`src/rtl/clk_gate_ctl_pkg.sv`:
```
// Shared types and limits for the block-level clock gate sequencer.
package clk_gate_ctl_pkg;

  typedef enum logic [1:0] {
    CG_ACTIVE   = 2'd0,
    CG_IDLE_CNT = 2'd1,
    CG_GATED    = 2'd2,
    CG_WAKE     = 2'd3
  } cg_state_t;

  localparam int unsigned CG_WAKE_LAT_MAX = 255;

endpackage

```
`src/rtl/clk_gate_sat_cnt.sv`:
```
// Saturating up-counter with synchronous clear; clear has priority over increment.
module clk_gate_sat_cnt #(
  parameter int unsigned Width = 8
) (
  input  logic             clk,
  input  logic             rst,
  input  logic             clr,
  input  logic             inc,
  output logic [Width-1:0] cnt
);

  logic [Width-1:0] cnt_d, cnt_q;

  always_comb begin
    cnt_d = cnt_q;
    if (clr) begin
      cnt_d = '0;
    end else if (inc && (cnt_q != {Width{1'b1}})) begin
      cnt_d = cnt_q + 1'b1;
    end
  end

  always_ff @(posedge clk) begin
    if (rst) begin
      cnt_q <= '0;
    end else begin
      cnt_q <= cnt_d;
    end
  end

  assign cnt = cnt_q;

endmodule

```
`src/rtl/clk_gate_en_ctl.sv`:
```
// Clock gate enable sequencer: gates after idle hysteresis, re-enables on wake and
// holds ready low until the gated domain has settled for WAKE_LAT cycles.
module clk_gate_en_ctl
  import clk_gate_ctl_pkg::*;
#(
  parameter int unsigned NUM_REQ  = 4,
  parameter int unsigned CNT_W    = 8,
  parameter int unsigned WAKE_LAT = 2
) (
  input  logic               clk,
  input  logic               rst,
  input  logic [NUM_REQ-1:0] req,
  input  logic               force_on,
  input  logic               gate_allow,
  input  logic [CNT_W-1:0]   idle_hyst,
  output logic               clk_en,
  output logic               ready,
  output logic               gated,
  output logic [1:0]         state,
  output logic [CNT_W-1:0]   gate_events
);

  localparam int unsigned WakeW = $clog2(CG_WAKE_LAT_MAX + 1);
  localparam logic [WakeW-1:0] WakeLast = WakeW'(WAKE_LAT - 1);

  cg_state_t        state_d, state_q;
  logic             clk_en_d, clk_en_q;
  logic             ready_d, ready_q;
  logic             gated_d, gated_q;
  logic             busy;
  logic             idle_clr, idle_inc;
  logic             wake_clr, wake_inc;
  logic             ev_inc;
  logic [CNT_W-1:0] idle_cnt;
  logic [WakeW-1:0] wake_cnt;

  assign busy = (|req) | force_on | ~gate_allow;

  always_comb begin
    state_d  = state_q;
    clk_en_d = clk_en_q;
    ready_d  = ready_q;
    gated_d  = gated_q;
    idle_clr = 1'b1;
    idle_inc = 1'b0;
    wake_clr = 1'b1;
    wake_inc = 1'b0;
    ev_inc   = 1'b0;
    unique case (state_q)
      CG_ACTIVE: begin
        if (!busy && (idle_hyst != '0)) begin
          state_d  = CG_IDLE_CNT;
          idle_clr = 1'b0;
          idle_inc = 1'b1;
        end
      end
      CG_IDLE_CNT: begin
        // busy is checked first so a late request always beats the gating decision
        if (busy || (idle_hyst == '0)) begin
          state_d = CG_ACTIVE;
        end else if (idle_cnt >= idle_hyst) begin
          state_d  = CG_GATED;
          clk_en_d = 1'b0;
          ready_d  = 1'b0;
          gated_d  = 1'b1;
          ev_inc   = 1'b1;
        end else begin
          idle_clr = 1'b0;
          idle_inc = 1'b1;
        end
      end
      CG_GATED: begin
        if (busy) begin
          state_d  = CG_WAKE;
          clk_en_d = 1'b1;
          gated_d  = 1'b0;
        end
      end
      CG_WAKE: begin
        if (wake_cnt == WakeLast) begin
          state_d = CG_ACTIVE;
          ready_d = 1'b1;
        end else begin
          wake_clr = 1'b0;
          wake_inc = 1'b1;
        end
      end
      default: begin
        state_d  = CG_ACTIVE;
        clk_en_d = 1'b1;
        ready_d  = 1'b1;
        gated_d  = 1'b0;
      end
    endcase
  end

  always_ff @(posedge clk) begin
    if (rst) begin
      state_q  <= CG_ACTIVE;
      clk_en_q <= 1'b1;
      ready_q  <= 1'b1;
      gated_q  <= 1'b0;
    end else begin
      state_q  <= state_d;
      clk_en_q <= clk_en_d;
      ready_q  <= ready_d;
      gated_q  <= gated_d;
    end
  end

  clk_gate_sat_cnt #(
    .Width (CNT_W)
  ) u_idle_cnt (
    .clk (clk),
    .rst (rst),
    .clr (idle_clr),
    .inc (idle_inc),
    .cnt (idle_cnt)
  );

  clk_gate_sat_cnt #(
    .Width (WakeW)
  ) u_wake_cnt (
    .clk (clk),
    .rst (rst),
    .clr (wake_clr),
    .inc (wake_inc),
    .cnt (wake_cnt)
  );

  clk_gate_sat_cnt #(
    .Width (CNT_W)
  ) u_gate_events (
    .clk (clk),
    .rst (rst),
    .clr (1'b0),
    .inc (ev_inc),
    .cnt (gate_events)
  );

  assign clk_en = clk_en_q;
  assign ready  = ready_q;
  assign gated  = gated_q;
  assign state  = state_q;

endmodule

```
`config.mk`:
```
export PLATFORM = sky130hd
export DESIGN_NAME = clk_gate_en_ctl
export DESIGN_NICKNAME = d
export VERILOG_FILES = /design/src/rtl/clk_gate_ctl_pkg.sv /design/src/rtl/clk_gate_sat_cnt.sv /design/src/rtl/clk_gate_en_ctl.sv
export SDC_FILE = /design/constraint.sdc
export NUM_CORES = 1
export LEC_CHECK = 0
export CAP_MARGIN = 25
export CORE_MARGIN = 2
export CORE_UTILIZATION = 40
export DETAILED_ROUTE_END_ITERATION = 12
export PLACE_DENSITY = 0.76
export SETUP_SLACK_MARGIN = 0.02
export SLEW_MARGIN = 10
export SYNTH_ARGS = -nofsm -noshare
export SYNTH_HDL_FRONTEND = slang
export SYNTH_SLANG_ARGS = --single-unit
```
`constraint.sdc`:
```
create_clock -name clk -period 2.3 [get_ports clk]
set_clock_uncertainty 0.2 [all_clocks]
set_input_delay 0.345 -clock clk [delete_from_list [all_inputs] [get_ports clk]]
set_output_delay 0.345 -clock clk [all_outputs]
set_load 0.005 [all_outputs]
```
==> results of run 1 <==
## flip-flops by register name, summed over array words and instances (netlist names), named ones only
signal	count
u_gate_events.cnt	8
u_wake_cnt.cnt	8
gated	1
u_idle_cnt.cnt	8
ready	1
clk_en	1
state	1
## layout make-up
| type | instances | area share (%) |
|---|---|---|
| tap | 50 | 2.44 |
| inverter | 14 | 2.05 |
| multi-input combinational | 151 | 46.0 |
| sequential | 29 | 22.8 |
| timing repair buffer | 66 | 23.4 |
| clock buffer | 7 | 3.37 |
## layout by cell type, fill, tap and decap left out, types with 2 or more instances in the layout
cell type / n
sky130_fd_sc_hd__and3_1: 5
sky130_fd_sc_hd__dfxtp_1: 27
sky130_fd_sc_hd__nor3_1: 2
sky130_fd_sc_hd__nor2b_1: 2
sky130_fd_sc_hd__nor2_2: 3
sky130_fd_sc_hd__mux2i_1: 2
sky130_fd_sc_hd__dfxtp_2: 2
sky130_fd_sc_hd__ha_2: 2
sky130_fd_sc_hd__nand2b_1: 4
sky130_fd_sc_hd__o31ai_2: 3
sky130_fd_sc_hd__or4_4: 4
sky130_fd_sc_hd__nor2_1: 18
sky130_fd_sc_hd__nand2_1: 12
sky130_fd_sc_hd__inv_1: 10
sky130_fd_sc_hd__clkbuf_8: 6
sky130_fd_sc_hd__dlymetal6s2s_1: 6
sky130_fd_sc_hd__or3b_2: 2
sky130_fd_sc_hd__a211oi_1: 3
sky130_fd_sc_hd__a21oi_2: 3
sky130_fd_sc_hd__a21oi_1: 11
sky130_fd_sc_hd__o31ai_1: 2
sky130_fd_sc_hd__buf_6: 3
sky130_fd_sc_hd__nor3_2: 2
sky130_fd_sc_hd__ha_1: 6
sky130_fd_sc_hd__o21ai_0: 6
sky130_fd_sc_hd__dlygate4sd2_1: 5
sky130_fd_sc_hd__or3_1: 2
sky130_fd_sc_hd__nand3_1: 10
sky130_fd_sc_hd__buf_4: 34
sky130_fd_sc_hd__xnor2_1: 6
sky130_fd_sc_hd__inv_2: 4
sky130_fd_sc_hd__nand4_1: 2
sky130_fd_sc_hd__nor4_1: 3
sky130_fd_sc_hd__clkdlybuf4s50_1: 16
sky130_fd_sc_hd__ha_4: 4
sky130_fd_sc_hd__a31oi_1: 3
sky130_fd_sc_hd__or4b_2: 2
## kinds of logic (layout without fill, tap and decap cells)
group	Yosys count	after routing
AOI/OAI and AO/OA	40	40
buffers and inverters	19	87
DFF	29	29
xor gates and xnor gates	7	7
muxes	4	4
and+or+nand+nor	87	88
adders and majority gates	12	12
## through the flow
step / cell area (µm²) / worst slack, ns
3_3_place_gp: 2150 / -0.414
3_5_place_dp: 2150 / -0.504
5_1_grt: 2560 / -0.0800
4_1_cts: 2370 / -0.0517
6_report: 2560 / 0.00337
2_1_floorplan: 1660 / 0.0558
## repair_timing
item,CTS,global route
gates cloned,2,0
pin swaps,26,18
endpoints found under the setup margin,20,20
hold buffers,0,0
endpoints found under the hold margin,0,0
resized for setup,22,33
setup buffers,6,8
## power by group through the flow
stage	sequential, mW	combinational, mW	clock (mW)
4_1_cts	0.503	0.0661	0.432
6_report	0.503	0.0717	0.425
2_1_floorplan	0.514	0.0212	0
3_5_place_dp	0.514	0.0621	0
3_3_place_gp	0.514	0.0607	0
5_1_grt	0.502	0.0781	0.461
## worst max-delay path by stage
stage	endpoint	slack, ns	from
2_1_floorplan	u_idle_cnt.cnt[6]	0.06	u_idle_cnt.cnt[0]
3_3_place_gp	u_gate_events.cnt[5]	-0.41	idle_hyst[7]
3_5_place_dp	u_gate_events.cnt[5]	-0.50	idle_hyst[7]
4_1_cts	u_idle_cnt.cnt[1]	-0.05	u_idle_cnt.cnt[0]
5_1_grt	state[0]	-0.08	u_wake_cnt.cnt[1]
6_report	u_idle_cnt.cnt[1]	0.003	idle_hyst[0]
## metal layers
metal	track usage, %	vias up	wire (µm)
met3	5.26	13	228
li1	-	855	-
met1	22.9	792	2010
met5	0	-	0
met4	8.25	0	99
met2	32.8	55	2190
## worst min-delay path, stage by stage (launching register included)
cell and delay, ns:
sky130_fd_sc_hd__dfxtp_1 0.31, sky130_fd_sc_hd__o21ai_0 0.07, sky130_fd_sc_hd__a21oi_1 0.06
==> impl_metrics.xml, run 1 <==
<?xml version="1.0" encoding="UTF-8"?>
<metrics>
  <group name="setup_path">
    <metric name="rr_startpoint" unit="">u_idle_cnt.cnt[0]</metric>
    <metric name="arrival" unit="ns">2.32</metric>
    <metric name="cp.depth" unit="">9</metric>
    <metric name="crit_slowest_cell" unit="">sky130_fd_sc_hd__a2111o_1</metric>
    <metric name="cp_slowest_stage_delay" unit="ns">0.42</metric>
    <metric name="setup.reg_to_reg.worst_slack" unit="ns">0.01</metric>
    <metric name="worstRegToRegCells" unit="">9</metric>
    <metric name="nature_of_the_critical_path_startpoint" unit="">input port</metric>
    <metric name="criticalPathCategory" unit="">input port to flip-flop</metric>
    <metric name="worstPathBufferInverterCount" unit="">3</metric>
    <metric name="critPathMostFrequentCell" unit="">sky130_fd_sc_hd__buf_6</metric>
    <metric name="critPathTopFamily" unit="">compound AO/OA/AOI/OAI gates</metric>
    <metric name="crit_chain" unit="">dlygate4sd2_1, ha_4, nand2b_4, a2111o_1, a32oi_2, buf_6, nand3b_1, buf_6, nor2_1</metric>
    <metric name="critPathRequiredTime" unit="ns">2.32</metric>
    <metric name="crit_path_end_kind" unit="">flip-flop</metric>
    <metric name="worst_r2r_endpoint" unit="">u_idle_cnt.cnt[1]</metric>
    <metric name="timing.critical_path.fanout_max" unit="">5</metric>
  </group>
  <group name="synthesis">
    <metric name="synthesis.area" unit="µm²">1650</metric>
    <metric name="synth_commonest_cells" unit="">29 x sky130_fd_sc_hd__dfxtp_1, 22 x sky130_fd_sc_hd__nor2_1, 14 x sky130_fd_sc_hd__a21oi_1, 14 x sky130_fd_sc_hd__inv_1, 13 x sky130_fd_sc_hd__nand2_1</metric>
    <metric name="synth-simple-area-share" unit="%">29.8</metric>
    <metric name="synthXorXnorAreaFrac" unit="%">3.72</metric>
    <metric name="proportion_of_synthesized_flip_flops_having_asynchronous_set_or_reset" unit="%">0</metric>
    <metric name="synth_warnings" unit="">0</metric>
    <metric name="netlist_top_cells_area" unit="">sky130_fd_sc_hd__dfxtp_1 35%, sky130_fd_sc_hd__ha_1 9.1%, sky130_fd_sc_hd__nor2_1 5.0%</metric>
    <metric name="cell_with_the_most_instances_after_synthesis" unit="">sky130_fd_sc_hd__dfxtp_1</metric>
    <metric name="synth_edf_count" unit="">0</metric>
    <metric name="avgSynthCellArea" unit="µm²">8.32</metric>
    <metric name="post_synthesis_cells" unit="">198</metric>
    <metric name="synth_ff_type" unit="">sky130_fd_sc_hd__dfxtp_1</metric>
    <metric name="synth_top_family_by_area" unit="">simple AND/OR/NAND/NOR gates</metric>
    <metric name="synth_top_area_share" unit="%">35.2</metric>
    <metric name="post_synthesis_share_of_cell_area_spent_on_full_adders_half_adders_and_majority_gates" unit="%">9.11</metric>
    <metric name="ys_seq_elements" unit="">29</metric>
    <metric name="synth.net_count" unit="">226</metric>
    <metric name="yosys.cell_types.count" unit="">42</metric>
    <metric name="synth_sequential_area_ratio" unit="%">35.2</metric>
    <metric name="synth-compound-area-share" unit="%">15.2</metric>
    <metric name="synth.largest_area_cell" unit="">sky130_fd_sc_hd__dfxtp_1</metric>
    <metric name="synth_mux_area_share" unit="%">2.58</metric>
  </group>
  <group name="global_route">
    <metric name="vias_in_the_first_global_route" unit="">1532</metric>
    <metric name="antenna_found_initial" unit="">0</metric>
    <metric name="grt-ovfl-total" unit="">0</metric>
    <metric name="grt_pass1_wl" unit="mm">6.69</metric>
    <metric name="maximum_number_of_pins_on_one_net_before_global_route_repair" unit="">18</metric>
    <metric name="grt_usage" unit="%">19.3</metric>
  </group>
  <group name="placement">
    <metric name="gp_congestion" unit="">0.837</metric>
    <metric name="numPortBuffers" unit="">28</metric>
    <metric name="dp_hpwl" unit="mm">2.74</metric>
    <metric name="place_inst" unit="">294</metric>
  </group>
  <group name="die">
    <metric name="count_of_pins_on_the_block_boundary" unit="">29</metric>
    <metric name="dieArea" unit="µm²">4650</metric>
    <metric name="core_region_area" unit="µm²">3970</metric>
    <metric name="initial_core_util" unit="%">41.5</metric>
    <metric name="rows" unit="">23</metric>
    <metric name="dieWidth" unit="µm">68.2</metric>
    <metric name="floorplan.die.height" unit="µm">68.2</metric>
  </group>
  <group name="detailed_routing">
    <metric name="detailedRoute.firstPassIterationCount" unit="">4</metric>
    <metric name="detail_route.wirelength" unit="mm">4.53</metric>
    <metric name="final_antenna_violating_net_count" unit="">0</metric>
    <metric name="vias_cell" unit="">5.41</metric>
    <metric name="post_drt_wl_per_cell" unit="µm">14.3</metric>
    <metric name="dr_total_vias" unit="">1715</metric>
    <metric name="first_iter_violations" unit="">109</metric>
    <metric name="drc_errors" unit="">0</metric>
  </group>
  <group name="clock_tree">
    <metric name="cts_buffers" unit="">5</metric>
    <metric name="clockBufferDepth" unit="">2</metric>
    <metric name="tritoncts_num_sinks" unit="">29</metric>
    <metric name="clk_transition_reported_paths" unit="ns">0.06</metric>
    <metric name="worst_skew_pair.late_latency" unit="ns">0.28</metric>
    <metric name="clock_tree.root_cell" unit="">sky130_fd_sc_hd__clkbuf_8</metric>
    <metric name="cts_tree" unit="">done</metric>
    <metric name="htreeDepth" unit="">2</metric>
  </group>
  <group name="finish">
    <metric name="synthToLayoutAreaGrowth" unit="%">55.3</metric>
    <metric name="finish.utilization" unit="%">64.4</metric>
    <metric name="proportion_of_layout_cells_with_a_drive_suffix_above_1" unit="%">33.3</metric>
    <metric name="area_of_the_multi_input_gates" unit="µm²">1180</metric>
    <metric name="layout.nets" unit="">295</metric>
    <metric name="final-instance-count-excl-fill" unit="">317</metric>
    <metric name="num_antenna_cells" unit="">0</metric>
    <metric name="fill_cells" unit="">325</metric>
    <metric name="seq_area" unit="µm²">583</metric>
  </group>
  <group name="timing">
    <metric name="timing.final.crit_period" unit="ns">2.30</metric>
    <metric name="report.final.slew_viol_count" unit="">0</metric>
    <metric name="final_min_period_over_clock_period" unit="%">99.9</metric>
    <metric name="grt_setup_unrepaired" unit="">yes</metric>
    <metric name="tns" unit="ns">0</metric>
    <metric name="finalSetupViolations" unit="">0</metric>
    <metric name="tightest_slew" unit="ns">0.372</metric>
    <metric name="final.hold.worst_slack" unit="ns">0.292</metric>
    <metric name="hold_viol_final" unit="">0</metric>
    <metric name="clock.fmax" unit="MHz">435</metric>
    <metric name="max-slew-margin-rel" unit="%">75.0</metric>
  </group>
  <group name="power">
    <metric name="sw_frac_of_total" unit="%">21.9</metric>
    <metric name="clock_power_share" unit="%">42.5</metric>
    <metric name="intPower" unit="mW">0.781</metric>
    <metric name="vdd.ir_drop.worst" unit="mV">0.387</metric>
    <metric name="total_switching_power" unit="mW">0.219</metric>
    <metric name="power_density" unit="nW/µm²">391</metric>
    <metric name="power_frac_seq" unit="%">50.3</metric>
    <metric name="comb_power_share" unit="%">7.2</metric>
    <metric name="report.power.total" unit="mW">0.999</metric>
    <metric name="p_leak" unit="nW">1.02</metric>
  </group>
  <group name="min_path">
    <metric name="worst_hold_startpoint" unit="">gated</metric>
    <metric name="min_to" unit="">gated</metric>
    <metric name="hp-class" unit="">flip-flop to flip-flop</metric>
    <metric name="min_delay_path_depth" unit="">2</metric>
  </group>
  <group name="flow_run">
    <metric name="max_cap_viol_count" unit="">0</metric>
  </group>
  <group name="outcome">
    <metric name="outcome" unit="">completed</metric>
  </group>
</metrics>
Note: power is estimated with default switching activity, not from simulation.
==> run 2: changes to the inputs <==
--- a/config.mk
+++ b/config.mk
@@ -10,5 +10,5 @@
 export CORE_UTILIZATION = 40
 export DETAILED_ROUTE_END_ITERATION = 12
-export PLACE_DENSITY = 0.76
+export PLACE_DENSITY = 0.6
 export SETUP_SLACK_MARGIN = 0.02
 export SLEW_MARGIN = 10
==> constraint.sdc (replaced) <==
create_clock -name clk -period 2.6 [get_ports clk]
set_clock_uncertainty 0.2 [all_clocks]
set_input_delay 0.39 -clock clk [delete_from_list [all_inputs] [get_ports clk]]
set_output_delay 0.39 -clock clk [all_outputs]
set_load 0.1 [all_outputs]
==> impl_metrics.xml, run 2 (synthesis gave the netlist of run 1 again) <==
<?xml version="1.0" encoding="UTF-8"?>
<metrics>
  <group name="clock_tree">
    <metric name="cts_tree" unit="">done</metric>
    <metric name="clk_transition_reported_paths" unit="ns">0.06</metric>
    <metric name="clock_tree.root_cell" unit="">sky130_fd_sc_hd__clkbuf_8</metric>
    <metric name="clockBufferDepth" unit="">2</metric>
    <metric name="htreeDepth" unit="">2</metric>
    <metric name="cts_buffers" unit="">5</metric>
    <metric name="worst_skew_pair.late_latency" unit="ns">0.28</metric>
    <metric name="tritoncts_num_sinks" unit="">29</metric>
  </group>
  <group name="placement">
    <metric name="dp_hpwl" unit="mm">2.93</metric>
    <metric name="place_inst" unit="">283</metric>
    <metric name="preCtsSetupSlack" unit="ns">-0.257</metric>
    <metric name="numPortBuffers" unit="">28</metric>
    <metric name="gp_congestion" unit="">0.834</metric>
  </group>
  <group name="detailed_routing">
    <metric name="final_antenna_violating_net_count" unit="">0</metric>
    <metric name="post_drt_wl_per_cell" unit="µm">13.4</metric>
    <metric name="drc_errors" unit="">0</metric>
    <metric name="dr_total_vias" unit="">1595</metric>
    <metric name="detail_route.wirelength" unit="mm">3.91</metric>
    <metric name="detailedRoute.firstPassIterationCount" unit="">4</metric>
    <metric name="vias_cell" unit="">5.46</metric>
    <metric name="first_iter_violations" unit="">110</metric>
  </group>
  <group name="timing">
    <metric name="finalSetupViolations" unit="">0</metric>
    <metric name="tightest_slew" unit="ns">0.360</metric>
    <metric name="clock.fmax" unit="MHz">400</metric>
    <metric name="hold_viol_final" unit="">0</metric>
    <metric name="timing.final.crit_period" unit="ns">2.50</metric>
    <metric name="report.final.slew_viol_count" unit="">0</metric>
    <metric name="grt_setup_unrepaired" unit="">no</metric>
    <metric name="final.hold.worst_slack" unit="ns">0.281</metric>
    <metric name="final_min_period_over_clock_period" unit="%">96.2</metric>
    <metric name="max-slew-margin-rel" unit="%">75.8</metric>
    <metric name="setup_slack" unit="ns">0.0998</metric>
  </group>
  <group name="global_route">
    <metric name="grt_pass1_wl" unit="mm">6.49</metric>
    <metric name="grt-ovfl-total" unit="">0</metric>
    <metric name="maximum_number_of_pins_on_one_net_before_global_route_repair" unit="">18</metric>
    <metric name="vias_in_the_first_global_route" unit="">1491</metric>
    <metric name="grt_usage" unit="%">18.9</metric>
    <metric name="antenna_found_initial" unit="">0</metric>
  </group>
  <group name="power">
    <metric name="comb_power_share" unit="%">5.6</metric>
    <metric name="power_density" unit="nW/µm²">448</metric>
    <metric name="total_switching_power" unit="mW">0.194</metric>
    <metric name="sw_frac_of_total" unit="%">19.7</metric>
    <metric name="report.power.total" unit="mW">0.983</metric>
    <metric name="clock_power_share" unit="%">49.1</metric>
    <metric name="intPower" unit="mW">0.789</metric>
    <metric name="vdd.ir_drop.worst" unit="mV">0.327</metric>
    <metric name="power_frac_seq" unit="%">45.3</metric>
    <metric name="p_leak" unit="nW">0.831</metric>
  </group>
  <group name="finish">
    <metric name="most-common-layout-cells" unit="">27 x sky130_fd_sc_hd__dfxtp_1, 26 x sky130_fd_sc_hd__buf_4, 22 x sky130_fd_sc_hd__nor2_1</metric>
    <metric name="proportion_of_layout_cells_with_a_drive_suffix_above_1" unit="%">21.1</metric>
    <metric name="num_antenna_cells" unit="">0</metric>
    <metric name="final_common_cell" unit="">sky130_fd_sc_hd__dfxtp_1</metric>
    <metric name="final-instance-count-excl-fill" unit="">292</metric>
    <metric name="synthToLayoutAreaGrowth" unit="%">33.0</metric>
    <metric name="layout.nets" unit="">269</metric>
  </group>
  <group name="die">
    <metric name="initial_core_util" unit="%">41.5</metric>
    <metric name="rows" unit="">23</metric>
    <metric name="floorplan.die.height" unit="µm">68.2</metric>
    <metric name="count_of_pins_on_the_block_boundary" unit="">29</metric>
    <metric name="dieWidth" unit="µm">68.2</metric>
    <metric name="dieArea" unit="µm²">4650</metric>
    <metric name="core_region_area" unit="µm²">3970</metric>
  </group>
  <group name="setup_path">
    <metric name="timing.critical_path.fanout_max" unit="">6</metric>
    <metric name="crit_end" unit="">u_gate_events.cnt[4]</metric>
    <metric name="nature_of_the_critical_path_startpoint" unit="">input port</metric>
    <metric name="crit_chain" unit="">clkdlybuf4s50_1, inv_1, ha_1, nand2_2, nor3_2, a32oi_1, buf_4, buf_4, or4_4, a21oi_2</metric>
    <metric name="criticalPathCategory" unit="">input port to flip-flop</metric>
    <metric name="critical_path.startpoint" unit="">idle_hyst[6]</metric>
    <metric name="worstRegToRegCells" unit="">9</metric>
    <metric name="critPathMostFrequentCell" unit="">sky130_fd_sc_hd__buf_4</metric>
    <metric name="crit_slowest_cell" unit="">sky130_fd_sc_hd__or4_4</metric>
    <metric name="crit_path_end_kind" unit="">flip-flop</metric>
    <metric name="setup.reg_to_reg.worst_slack" unit="ns">0.27</metric>
    <metric name="arrival" unit="ns">2.52</metric>
    <metric name="cp_slowest_stage_delay" unit="ns">0.51</metric>
    <metric name="rr_startpoint" unit="">u_idle_cnt.cnt[0]</metric>
    <metric name="worst_r2r_endpoint" unit="">u_idle_cnt.cnt[6]</metric>
    <metric name="critPathRequiredTime" unit="ns">2.62</metric>
  </group>
  <group name="flow_run">
    <metric name="max_cap_viol_count" unit="">0</metric>
  </group>
  <group name="outcome">
    <metric name="outcome" unit="">completed</metric>
  </group>
  <group name="min_path">
    <metric name="hp-class" unit="">flip-flop to flip-flop</metric>
  </group>
</metrics>
## run 2: power groups by stage
stage | sequential, mW | clock [mW] | combinational, mW
floorplan | 0.456 | 0 | 0.0184
global placement | 0.455 | 0 | 0.0496
detailed placement | 0.455 | 0 | 0.0524
CTS | 0.445 | 0.495 | 0.0529
global route | 0.445 | 0.515 | 0.0603
finish | 0.445 | 0.483 | 0.0549
## run 2: worst min path at each step
| stage | startpoint | end | cells past startpoint |
|---|---|---|---|
| detailed placement | gated | gated | 2 |
| floorplan | u_wake_cnt.cnt[7] | u_wake_cnt.cnt[7] | 2 |
| CTS | gated | gated | 2 |
| global placement | gated | gated | 2 |
| finish | gated | gated | 2 |
| global route | gated | gated | 2 |
## run 2: worst max-delay path: cells and delay by family
family                     cells  cell delay [ns]
AOI/OAI and AO/OA              2             0.25
adders and majority gates      1             0.29
and+or+nand+nor                3             0.74
buffers and inverters          4             0.85
## run 2: area by class of cell
cell class | count | area, µm²
Timing Repair Buffer | 41 | 345
Clock buffer | 7 | 86.3
Sequential cell | 29 | 583
Fill cell | 392 | 1780
Tap cell | 50 | 62.6
Inverter | 14 | 52.6
Clock inverter | 1 | 30.0
Multi-Input combinational cell | 150 | 1030
## run 2: per-layer routing
metal	vias up	global-route usage (%)	wire length (µm)
li1	801	-	-
met1	757	22.9	1750
met2	30	32.4	1900
met3	7	4.44	196
met4	0	6.75	61
met5	-	0	0
## run 2: metrics by stage
step	instance area (µm²)	setup TNS (ns)	util (%)
2_1_floorplan	1650	0	-
3_3_place_gp	2030	-1.29	51.1
3_5_place_dp	2030	-2.19	51.1
4_1_cts	2150	0	54.1
5_1_grt	2190	0	55.2
6_report	2190	0	55.2
## run 2: what timing repair did
action                     CTS  global route
hold buffers                 0             0
setup buffers                0             1
resized for setup            0             8
setup endpoints to repair    0             6
